--- src/rtl/spi_flash_rescue_pkg.sv ---
// Shared types and constants for the N25Q power-loss rescue sequencer:
// FSM state encoding, Flag Status Register opcode and bit positions.
package spi_flash_rescue_pkg;

  typedef enum logic [3:0] {
    S_IDLE,
    S_RQ,
    S_G1,
    S_RD,
    S_G2,
    S_RE,
    S_G3,
    S_P2,
    S_WAIT,
    S_CMD,
    S_RDB,
    S_PG,
    S_FIN
  } state_e;

  localparam logic [7:0] FSR_READ_OP = 8'h70;

  localparam int FSR_READY = 7;
  localparam int FSR_ERASE = 5;
  localparam int FSR_PROG  = 4;
  localparam int FSR_VPP   = 3;
  localparam int FSR_PROT  = 1;

  // Opcode (8 pulses) and FSR byte (8 pulses) share one chip-select frame.
  localparam int POLL_FRAME_PULSES = 16;

  function automatic int max_int(input int a, input int b);
    return (a > b) ? a : b;
  endfunction

  // Any of the error/protection flags FSR[5:1] set.
  function automatic logic fsr_error(input logic [7:0] fsr);
    return fsr[FSR_ERASE] | fsr[FSR_PROG] | fsr[FSR_VPP] | fsr[FSR_VPP-1] | fsr[FSR_PROT];
  endfunction

endpackage

--- src/rtl/spi_sck_gen.sv ---
// SCK generator: while go_i is high, emits count_i SPI mode-0 pulses of
// CLK_DIV cycles low then CLK_DIV cycles high, followed by one trailing low
// half-period. Strobes mark the clk cycle on which SCK rises or falls, and
// last_o marks the end of the trailing low half-period (frame may close).
module spi_sck_gen #(
  parameter int CLK_DIV = 2,
  parameter int CNT_W   = 5
) (
  input  logic             clk_i,
  input  logic             rst_ni,
  input  logic             go_i,
  input  logic [CNT_W-1:0] count_i,
  output logic             sck_o,
  output logic             rise_o,
  output logic             fall_o,
  output logic             last_o
);

  localparam int DW = $clog2(CLK_DIV + 1);

  logic [DW-1:0]    div_q;
  logic [CNT_W-1:0] pulses_q;
  logic             half_end;

  assign half_end = (div_q == DW'(CLK_DIV - 1));
  assign rise_o   = go_i && !sck_o && half_end && (pulses_q != count_i);
  assign fall_o   = go_i &&  sck_o && half_end;
  assign last_o   = go_i && !sck_o && half_end && (pulses_q == count_i);

  // Half-period divider, SCK toggle and completed-pulse counter.
  always_ff @(posedge clk_i) begin
    // NOTE: sequential state uses non-blocking assignments so every register
    // samples the pre-edge values of the others, independent of statement order.
    if (!rst_ni || !go_i) begin
      div_q    <= '0;
      pulses_q <= '0;
      sck_o    <= 1'b0;
    end else if (half_end) begin
      div_q <= '0;
      if (sck_o) begin
        sck_o    <= 1'b0;
        pulses_q <= pulses_q + 1'b1;
      end else if (pulses_q != count_i) begin
        sck_o <= 1'b1;
      end
    end else begin
      div_q <= div_q + 1'b1;
    end
  end

endmodule

--- src/rtl/spi_flash_rescue_seq.sv ---
// Power-loss rescue sequencer for N25Q-class serial NOR flash. Drives the
// quad/dual/extended part-1 rescue frames and the part-2 frame, waits the
// recovery time, then polls the Flag Status Register until ready or timeout.
// Optional build macro FLASH_RESCUE_ERRCHK_EN adds err_o and stops polling
// early on any of FSR[5:1].
module spi_flash_rescue_seq
  import spi_flash_rescue_pkg::*;
#(
  parameter int CLK_DIV   = 2,
  parameter int N_QUAD    = 7,
  parameter int N_DUAL    = 13,
  parameter int N_EXT     = 25,
  parameter int N_P2      = 8,
  parameter int CS_GAP    = 4,
  parameter int RESC_WAIT = 16,
  parameter int POLL_MAX  = 8
) (
  input  logic       clk_i,
  input  logic       rst_ni,
  input  logic       start_i,
  input  logic       skip_rescue_i,
  output logic       busy_o,
  output logic       done_o,
  output logic       timeout_o,
`ifdef FLASH_RESCUE_ERRCHK_EN
  output logic       err_o,
`endif
  output logic [7:0] fsr_o,
  output logic       sck_o,
  output logic       csn_o,
  output logic [3:0] sd_o,
  output logic [3:0] sd_oe_o,
  input  logic [3:0] sd_i
);

  localparam int MAX_PULSES = max_int(max_int(max_int(N_QUAD, N_DUAL), max_int(N_EXT, N_P2)),
                                      POLL_FRAME_PULSES);
  localparam int PCW = $clog2(MAX_PULSES + 1);
  localparam int GCW = $clog2(max_int(CS_GAP, RESC_WAIT) + 1);
  localparam int QW  = $clog2(POLL_MAX + 1);
  localparam int BW  = $clog2(8);

  state_e         state_q;
  logic           run_q;
  logic [PCW-1:0] frame_len_q;
  logic [GCW-1:0] cnt_q;
  logic [QW-1:0]  poll_q;
  logic [BW-1:0]  bit_cnt_q;
  logic [7:0]     shift_q;
  logic           sck_rise;
  logic           sck_fall;
  logic           sck_last;
  logic           stop_err;
  logic           unused_sd;

  // Only DQ1 carries flash output data.
  assign unused_sd = ^{sd_i[3:2], sd_i[0]};

`ifdef FLASH_RESCUE_ERRCHK_EN
  assign stop_err = fsr_error(fsr_o);
`else
  assign stop_err = 1'b0;
`endif

  spi_sck_gen #(
    .CLK_DIV (CLK_DIV),
    .CNT_W   (PCW)
  ) u_sck_gen (
    .clk_i   (clk_i),
    .rst_ni  (rst_ni),
    .go_i    (run_q),
    .count_i (frame_len_q),
    .sck_o   (sck_o),
    .rise_o  (sck_rise),
    .fall_o  (sck_fall),
    .last_o  (sck_last)
  );

  // Sequencer FSM with registered pin and status outputs.
  always_ff @(posedge clk_i) begin
    if (!rst_ni) begin
      state_q     <= S_IDLE;
      run_q       <= 1'b0;
      frame_len_q <= '0;
      cnt_q       <= '0;
      poll_q      <= '0;
      bit_cnt_q   <= '0;
      shift_q     <= '0;
      busy_o      <= 1'b0;
      done_o      <= 1'b0;
      timeout_o   <= 1'b0;
`ifdef FLASH_RESCUE_ERRCHK_EN
      err_o       <= 1'b0;
`endif
      fsr_o       <= 8'h00;
      csn_o       <= 1'b1;
      sd_o        <= 4'b0000;
      sd_oe_o     <= 4'b0000;
    end else begin
      // NOTE: done_o defaults low every cycle; only the FIN entry raises it,
      // which keeps it a single-cycle pulse without a separate clear state.
      done_o <= 1'b0;

      case (state_q)
        S_IDLE: begin
          if (start_i) begin
            busy_o    <= 1'b1;
            fsr_o     <= 8'h00;
            timeout_o <= 1'b0;
`ifdef FLASH_RESCUE_ERRCHK_EN
            err_o     <= 1'b0;
`endif
            poll_q    <= '0;
            csn_o     <= 1'b0;
            run_q     <= 1'b1;
            sd_oe_o   <= 4'b0001;
            if (skip_rescue_i) begin
              state_q     <= S_CMD;
              frame_len_q <= PCW'(POLL_FRAME_PULSES);
              sd_o        <= {3'b000, FSR_READ_OP[7]};
              shift_q     <= {FSR_READ_OP[6:0], 1'b0};
              bit_cnt_q   <= '0;
            end else begin
              state_q     <= S_RQ;
              frame_len_q <= PCW'(N_QUAD);
              sd_o        <= 4'b0001;
            end
          end
        end

        S_RQ, S_RD, S_RE, S_P2: begin
          if (sck_last) begin
            csn_o   <= 1'b1;
            run_q   <= 1'b0;
            sd_o    <= 4'b0000;
            sd_oe_o <= 4'b0000;
            cnt_q   <= '0;
            case (state_q)
              S_RQ:    state_q <= S_G1;
              S_RD:    state_q <= S_G2;
              S_RE:    state_q <= S_G3;
              default: state_q <= S_WAIT;
            endcase
          end
        end

        S_G1, S_G2, S_G3: begin
          if (cnt_q == GCW'(CS_GAP - 1)) begin
            csn_o   <= 1'b0;
            run_q   <= 1'b1;
            sd_o    <= 4'b0001;
            sd_oe_o <= 4'b0001;
            case (state_q)
              S_G1: begin
                state_q     <= S_RD;
                frame_len_q <= PCW'(N_DUAL);
              end
              S_G2: begin
                state_q     <= S_RE;
                frame_len_q <= PCW'(N_EXT);
              end
              default: begin
                state_q     <= S_P2;
                frame_len_q <= PCW'(N_P2);
              end
            endcase
          end else begin
            cnt_q <= cnt_q + 1'b1;
          end
        end

        S_WAIT: begin
          if (cnt_q == GCW'(RESC_WAIT - 1)) begin
            state_q     <= S_CMD;
            csn_o       <= 1'b0;
            run_q       <= 1'b1;
            frame_len_q <= PCW'(POLL_FRAME_PULSES);
            sd_oe_o     <= 4'b0001;
            sd_o        <= {3'b000, FSR_READ_OP[7]};
            shift_q     <= {FSR_READ_OP[6:0], 1'b0};
            bit_cnt_q   <= '0;
          end else begin
            cnt_q <= cnt_q + 1'b1;
          end
        end

        // Opcode goes out MSB first; each new bit is set up on an SCK fall.
        S_CMD: begin
          if (sck_fall) begin
            if (bit_cnt_q == BW'(7)) begin
              state_q   <= S_RDB;
              sd_o      <= 4'b0000;
              sd_oe_o   <= 4'b0000;
              bit_cnt_q <= '0;
            end else begin
              bit_cnt_q <= bit_cnt_q + 1'b1;
              sd_o      <= {3'b000, shift_q[7]};
              shift_q   <= {shift_q[6:0], 1'b0};
            end
          end
        end

        // FSR byte arrives MSB first on DQ1, sampled as SCK rises.
        S_RDB: begin
          if (sck_rise) begin
            shift_q   <= {shift_q[6:0], sd_i[1]};
            bit_cnt_q <= bit_cnt_q + 1'b1;
            if (bit_cnt_q == BW'(7)) begin
              fsr_o <= {shift_q[6:0], sd_i[1]};
            end
          end
          if (sck_last) begin
            csn_o   <= 1'b1;
            run_q   <= 1'b0;
            poll_q  <= poll_q + 1'b1;
            cnt_q   <= '0;
            state_q <= S_PG;
          end
        end

        // Ready wins over error, error wins over running out of polls.
        S_PG: begin
          if (cnt_q == GCW'(CS_GAP - 1)) begin
            if (fsr_o[FSR_READY] || stop_err || (poll_q == QW'(POLL_MAX))) begin
              state_q   <= S_FIN;
              done_o    <= 1'b1;
              busy_o    <= 1'b0;
              timeout_o <= !fsr_o[FSR_READY] && !stop_err;
`ifdef FLASH_RESCUE_ERRCHK_EN
              err_o     <= stop_err;
`endif
            end else begin
              state_q     <= S_CMD;
              csn_o       <= 1'b0;
              run_q       <= 1'b1;
              frame_len_q <= PCW'(POLL_FRAME_PULSES);
              sd_oe_o     <= 4'b0001;
              sd_o        <= {3'b000, FSR_READ_OP[7]};
              shift_q     <= {FSR_READ_OP[6:0], 1'b0};
              bit_cnt_q   <= '0;
            end
          end else begin
            cnt_q <= cnt_q + 1'b1;
          end
        end

        S_FIN: begin
          state_q <= S_IDLE;
        end

        default: begin
          state_q <= S_IDLE;
        end
      endcase
    end
  end

endmodule

--- config.mk ---
export PLATFORM = sky130hd
export DESIGN_NAME = spi_flash_rescue_seq
export DESIGN_NICKNAME = d
export VERILOG_FILES = /design/src/rtl/spi_flash_rescue_pkg.sv /design/src/rtl/spi_sck_gen.sv /design/src/rtl/spi_flash_rescue_seq.sv
export SDC_FILE = /design/constraint.sdc
export NUM_CORES = 1
export LEC_CHECK = 0
export CORE_MARGIN = 2
export CORE_UTILIZATION = 59
export DETAILED_ROUTE_END_ITERATION = 10
export PLACE_DENSITY = 0.8
export SYNTH_ARGS = -nofsm -noshare
export SYNTH_HDL_FRONTEND = slang
export SYNTH_SLANG_ARGS = --single-unit
--- constraint.sdc ---
create_clock -name clk_i -period 3.7 [get_ports clk_i]
set_input_delay 0.37 -clock clk_i [delete_from_list [all_inputs] [get_ports clk_i]]
set_output_delay 0.37 -clock clk_i [all_outputs]
set_load 0.005 [all_outputs]
==> results by group <==
Synthesis
  • Area share of xor/xnor cells in the synthesized design: 2.66%
  • Flop and latch count out of synthesis: 52
  • Combined area of all synthesized cells: 2970 um2
  • Area contributors post-synth: dfxtp_1 (35%), mux2i_1 (7.4%), nand2_1 (5.6%)
  • Synthesized-area fraction occupied by adder cells: 3.37%
  • Compound-Gate Fraction of Synth Area: roughly a fifth
  • Warnings from Yosys: 0
  • Dominant combinational cell family by area after synthesis: simple AND/OR/NAND/NOR gates
  • Share of synthesized area spent on multiplexers: 7.42%
  • Mapped Avg Cell Area: approximately 8.6 um2
  • Netlist cell types: between 60 and 70
  • Post-synth EDFFs: 0
  • Gate Count Post-Synth: roughly 350
  • Area share of the largest cell type after synthesis: a little over a third
  • Most used flip-flop cell after synthesis: dfxtp_1
  • Yosys top cell by area: dfxtp_1
  • Sequential element share of the synthesized area: roughly a third
  • Area fraction in and, or, nand and nor cells after synthesis: 22.1%
  • Asr flop ratio synth: 0%

Job
  • MaxCap Viol Count: 0

Setup path
  • Levels on crit path: 6
  • Stage delay of the slowest cell on the critical path: 790 ps
  • Flop-to-flop setup slack: around 1100 ps
  • Family with the most delay on the worst path: simple AND/OR/NAND/NOR gates
  • Endpoint type of the worst setup path: register
  • Slowest CP cell: dfxtp_1
  • Top fanout value on the critical path: 24
  • CP Data Arrival Time: about 2900 ps
  • Startpoint class of the critical path: register
  • RR Endpoint: state_q[2]$_SDFFE_PN0P_
  • Reg2Reg Depth: 6
  • Critical register-to-register path startpoint: state_q[2]$_SDFFE_PN0P_
  • Crit path kind: register to register
  • Chain of cells forming the critical path: and4bb_2 > nor2_2 > a21oi_1 > buf_4 > a2111oi_0 > o221a_2
  • Crit path required time: 3950 ps
  • Number of buffers and inverters on the critical path: 1

STA
  • Final critical-path required period: between 2000 and 3000 ps
  • Clock tree skew after final layout: a little under 10 ps
  • Number of failing hold endpoints at the final stage: 0
  • Highest clock frequency the design can meet: ~380 MHz
  • Setup TNS after final layout: 0 ps
  • Normalized max-slew margin: approximately 53%
  • Unrepaired setup endpoints after global routing: no
  • Total of endpoints with negative setup slack in the final report: 0
  • Transition time at the pin with the least slew margin: 697 ps
  • Final critical-path setup slack: 1080 ps
  • Share of the cycle needed by the critical path after routing: between 70% and 80%
  • Final Slew Violations: 0

Die
  • Die height: 74.9 um
  • Floorplan row count: 25
  • Placeable Area: about 4800 um2
  • Die area: 5610 um2
  • Number of primary I/O pins: 29
  • Die Width: between 70 and 80 um
  • Starting Density: between 60% and 70%

Detailed routing
  • Wire length after detailed routing: approximately 6400 um
  • Detailed-routing iteration count for the pre-antenna-repair pass: 6
  • DR iter-0 viols: 182
  • Routed len/inst: between 15 and 20 um
  • DRC viols: 0
  • Number of nets with antenna violations after routing: 0
  • Via density per instance: 6.13
  • Via Count: around 2,600

Placed design
  • Post-place instance area: 3090 um2
  • Number of buffers added on ports: 19
  • Dpl cells: between 400 and 500
  • Routability Congestion: slightly above 0.9
  • HPWL Detailed: about 4400 um
  • Placement Setup Slack: 1160 ps

Global route
  • Aggregate global routing overflow: 0
  • Maximum number of pins on one net before global-route repair: 55
  • Antenna violations before repair: 0
  • Number of global-route vias before repair: between 2,000 and 2,500
  • Global-route wire length before repair: 10,700 um
  • GRT Overall Usage: between 20% and 30%

CTS
  • Number of setup buffers added after CTS: 0
  • CTS tree: done
  • Number of H-tree levels: 2
  • Clock root cell: clkbuf_8
  • Number of buffers inserted during clock tree synthesis: 5
  • Clock-pin slew reported for the worst setup and hold paths after clock tree synthesis: about 90 ps
  • Number of buffers inserted by hold repair at cts: 0
  • Clock Latency Late Sink: 300 ps
  • Max Root-Sink Buffers: 2
  • Total of cells resized after clock tree synthesis: 0
  • Clk sink count: between 50 and 60

Min path
  • HP Start: u_sck_gen.div_q[0]$_SDFF_PP0_
  • Worst Hold End: u_sck_gen.div_q[0]$_SDFF_PP0_
  • Type of the worst min-delay path: register to register
  • Worst hold path stage count: 1

Final layout
  • Share of final-layout standard cells stronger than drive strength 1: between 8 and 9%
  • Layout overhead on the synthesized area: 8.90%
  • Final instance area: 3230 um2
  • Final cell count without fillers: 420
  • # nets final: 368
  • Antenna diode instance count: 0

Power
  • Cell area power density: between 600 and 700 nW/um2
  • VDD IR max: between 0.4 and 0.5 mV
  • Leakage power: about 1.2 nW

Status
  • Outcome: finished clean
synthesized netlist by cell type (4+ instances only):
library cell / instances
a21oi_1: 18
buf_2: 4
buf_4: 6
clkbuf_1: 10
dfxtp_1: 52
ha_1: 8
inv_1: 13
mux2i_1: 22
nand2_1: 44
nand3_1: 23
nor2_1: 14
nor2b_1: 5
nor3_1: 8
o211ai_1: 6
o21a_1: 5
o21ai_0: 18
o221a_2: 4
xnor2_1: 6
power by group:
| group | internal, mW | switching (mW) | leakage (nW) |
|---|---|---|---|
| logic | 0.371 | 0.533 | 0.712 |
| clock network | 0.272 | 0.193 | 0.0687 |
| registers | 0.648 | 0.0853 | 0.423 |
layout by cell type, fill, tap and decap left out, types with 3 or more instances in the layout:
cell	instances
dfxtp_1	52
nand2_1	44
nand3_1	23
mux2i_1	22
o21ai_0	18
a21oi_1	18
clkdlybuf4s50_1	18
nor2_1	14
inv_1	13
nor3_1	8
ha_1	8
xnor2_1	6
o211ai_1	6
conb_1	6
nor2b_1	5
o21a_1	5
clkbuf_8	5
o221a_2	4
buf_4	4
nand3b_1	3
and3_1	3
o31a_1	3
xor2_1	3
a41oi_1	3
logic make-up (layout without fill, tap and decap cells):
logic type	count (synthesis)	after routing
mux	22	22
flops	52	52
fa+ha+maj	8	8
other cells	1	6
simple gates	125	125
buf+inv	41	44
compound gates	87	87
xor+xnor	9	9
worst reg2reg max path: stages, from the launching register on:
cell and delay (ps):
dfxtp_1 790, and4bb_2 480, nor2_2 390, a21oi_1 90, buf_4 190, a2111oi_0 390
o221a_2 250
flip-flops by register name (all words and copies together) (netlist names):
register and cells:
u_sck_gen.pulses_q 5, poll_q 4, cnt_q 5, state_q 4, done_o 1, frame_len_q 5
bit_cnt_q 3, sd_o 1, sd_oe_o 1, csn_o 1, fsr_o 8, shift_q 8
run_q 1, busy_o 1, u_sck_gen.sck_o 1, timeout_o 1, u_sck_gen.div_q 2
worst max path at each step:
stage | end | startpoint | slack, ps
global route | state_q[2]$_SDFFE_PN0P_ | state_q[2]$_SDFFE_PN0P_ | 900
detailed placement | state_q[2]$_SDFFE_PN0P_ | state_q[2]$_SDFFE_PN0P_ | 1160
finish | state_q[2]$_SDFFE_PN0P_ | state_q[2]$_SDFFE_PN0P_ | 1080
CTS | state_q[2]$_SDFFE_PN0P_ | state_q[2]$_SDFFE_PN0P_ | 1110
floorplan | shift_q[0]$_SDFFE_PN0P_ | cnt_q[0]$_SDFFE_PN0P_ | 1630
global placement | state_q[2]$_SDFFE_PN0P_ | state_q[2]$_SDFFE_PN0P_ | 1170
final cells by class:
class | count | area [um2]
inverters | 13 | 48.8
multi-input cells | 257 | 1700
well taps | 67 | 83.8
clock inverters | 3 | 68.8
fillers | 380 | 1560
repair buffers | 23 | 215
clock buffers | 5 | 68.8
flip-flops and latches | 52 | 1040
metal layers:
metal | up-vias | global-route usage, % | routed length, um
met3 | 8 | 5.09 | 360
li1 | 1260 | - | -
met2 | 107 | 37.7 | 2990
met1 | 1200 | 35.1 | 3040
met4 | 0 | 4.76 | 51
met5 | - | 0 | 0
stage by stage:
| step | utilization [%] | total power [mW] | hold WS (ps) |
|---|---|---|---|
| after CTS | 67.5 | 2.09 | 459 |
| after global placement | 64.6 | 1.60 | 416 |
| after detailed placement | 64.6 | 1.62 | 445 |
| final | 67.5 | 2.10 | 452 |
| after global routing | 67.5 | 2.23 | 474 |
| after floorplan | - | 1.45 | 404 |
No activity file was read; power rests on OpenSTA's default activity.
==> edit, RTL diff (same settings) <==
`RESC_WAIT`: 16 -> 8.
--- a/src/rtl/spi_flash_rescue_seq.sv
+++ b/src/rtl/spi_flash_rescue_seq.sv
@@ -12,7 +12,7 @@
   parameter int N_EXT     = 25,
   parameter int N_P2      = 8,
   parameter int CS_GAP    = 4,
-  parameter int RESC_WAIT = 16,
+  parameter int RESC_WAIT = 8,
   parameter int POLL_MAX  = 8
 ) (
   input  logic       clk_i,
Formal check against the unedited RTL: no difference found for any inputs over 10 cycles, from zero or initial values and one cycle with rst_ni low; that may be too few to reach the edited logic, so the function may still have changed.
==> edit against the original RTL <==
  * Sequential cell count fell by 1
  * Synthesized area fell by 3.7%
  * Core utilization fell by 1.3 points
  * Cell area fell by 3.9%
  * Critical path type unchanged
  * Wire length fell by 4.2%
  * Highest routed layer unchanged
  * Global-route usage rose by 1.2 points
  * Critical endpoint is now fsr_o[7]$_SDFFE_PN0P_
  * Cell count fell by 4.5%
  * Via count fell by 6.3%
  * Worst setup slack improved by 0.038 ns
  * Power fell by 12%
  * Largest cell class unchanged
==> edit: results <==
group,metric,value,unit
logic_synthesis,yosysSeqAreaShare,35.7,%
place,gp_congestion,0.850,
pwr,ir_drop,0.257,mV
logic_synthesis,synth_warnings,0,
setup_path,critPathMaxStageDelay,0.91,ns
grt,track_usage,25.5,%
route,drt_first_iter_violations,269,
setup_path,cp_max_fo,26,
clock_tree,max-clock-path-buffers,2,
grt,grt_first_pass_wirelength,10.8,mm
logic_synthesis,synth_cell_types,67,
setup_path,crit_arrival,2.81,ns
grt,grt_pass1_vias,2202,
place,dp_slack,1.17,ns
sta,fin_skew,0.00770,ns
logic_synthesis,synthMuxAreaShare,4.25,%
route,firstDrtPassIters,4,
logic_synthesis,synth_common_cells,"dfxtp_1, a21oi_1, nand2_1",
logic_synthesis,synth-adder-area-share,3.07,%
clock_tree,numCtsBuffers,5,
run_status,status,"completed",
logic_synthesis,async_flop_share,0,%
clock_tree,clock_latency,0.30,ns
layout,post_route_cells_drive_above_1_share,9.22,%
route,vias,2414,
hold_path,worstHoldPathType,"reg -> reg",
clock_tree,ctsHtreeMaxLevel,2,
clock_tree,postCtsSetupBuffers,0,
place,io_buffers,19,
logic_synthesis,synth_compound_area_share,20.0,%
logic_synthesis,yosys.area_share.xor_xnor,3.37,%
layout,top_regs,"fsr_o: 8 flops, shift_q: 8 flops",
setup_path,slowest_stage,"dfxtp_1",
sta,worst_slew_pin_slew,0.884,ns
clock_tree,cts_resized,0,
layout,num_antenna_cells,0,
grt,antenna_found_initial,0,
logic_synthesis,ys_top_cells_by_area,"dfxtp_1, a21oi_1, nand3_1, mux2i_1, nand2_1",
layout,fin_nets,361,
pwr,leakagePower,0.00115,uW
clock_tree,cts-root-buf,"clkbuf_8",
grt,grt_max_degree,29,
route,wl_per_cell,15.4,um
pwr,p_sw,762,uW
place,hpwlAfterDp,4.42,mm
setup_path,critical_path.top_delay_family,"compound AO/OA/AOI/OAI gates",
==> edit: routing by layer <==
metal  part of all wire [%]  GRT usage [%]  vias to the layer above
met3                    4.1           4.80                        8
met1                     48           36.8                     1160
met4                    1.1           7.88                        0
met5                      0              0                        -
met2                     47           38.4                       53
li1                       -              -                     1193
==> edit: layout make-up <==
| class | instances | area, um2 |
|---|---|---|
| clock inverter | 3 | 15.0 |
| inverter | 12 | 45.0 |
| sequential | 51 | 1020 |
| fill | 405 | 1590 |
| clock buffer | 5 | 68.8 |
| tap | 54 | 67.6 |
| multi-input combinational | 253 | 1670 |
| timing repair buffer | 23 | 220 |
==> edit: through the flow <==
| stage | cell area (um2) | cells | utilization [%] |
|---|---|---|---|
| after floorplan | 2880 | 340 | - |
| after global placement | 3020 | 393 | 64.4 |
| after detailed placement | 3020 | 393 | 64.4 |
| after CTS | 3100 | 401 | 66.2 |
| after global routing | 3100 | 401 | 66.2 |
| final | 3100 | 401 | 66.2 |
==> edit: path summary, 6_finish.rpt <==
kind / from / to / slack [ns] / cells past startpoint
worst max-delay path: state_q[0]$_SDFFE_PN0P_ / fsr_o[7]$_SDFFE_PN0P_ / 1.12 / 6
worst min register to register: u_sck_gen.div_q[0]$_SDFF_PP0_ / u_sck_gen.div_q[0]$_SDFF_PP0_ / 0.44 / 1
worst min-delay path: u_sck_gen.div_q[0]$_SDFF_PP0_ / u_sck_gen.div_q[0]$_SDFF_PP0_ / 0.44 / 1
worst max register to register: state_q[0]$_SDFFE_PN0P_ / fsr_o[7]$_SDFFE_PN0P_ / 1.12 / 6
==> edit: power groups by stage <==
stage / registers (uW) / logic, uW / clock network [uW]
finish: 739 / 811 / 311
global route: 751 / 901 / 341
CTS: 735 / 811 / 320
detailed placement: 747 / 806 / 0
global placement: 743 / 782 / 0
floorplan: 677 / 714 / 0
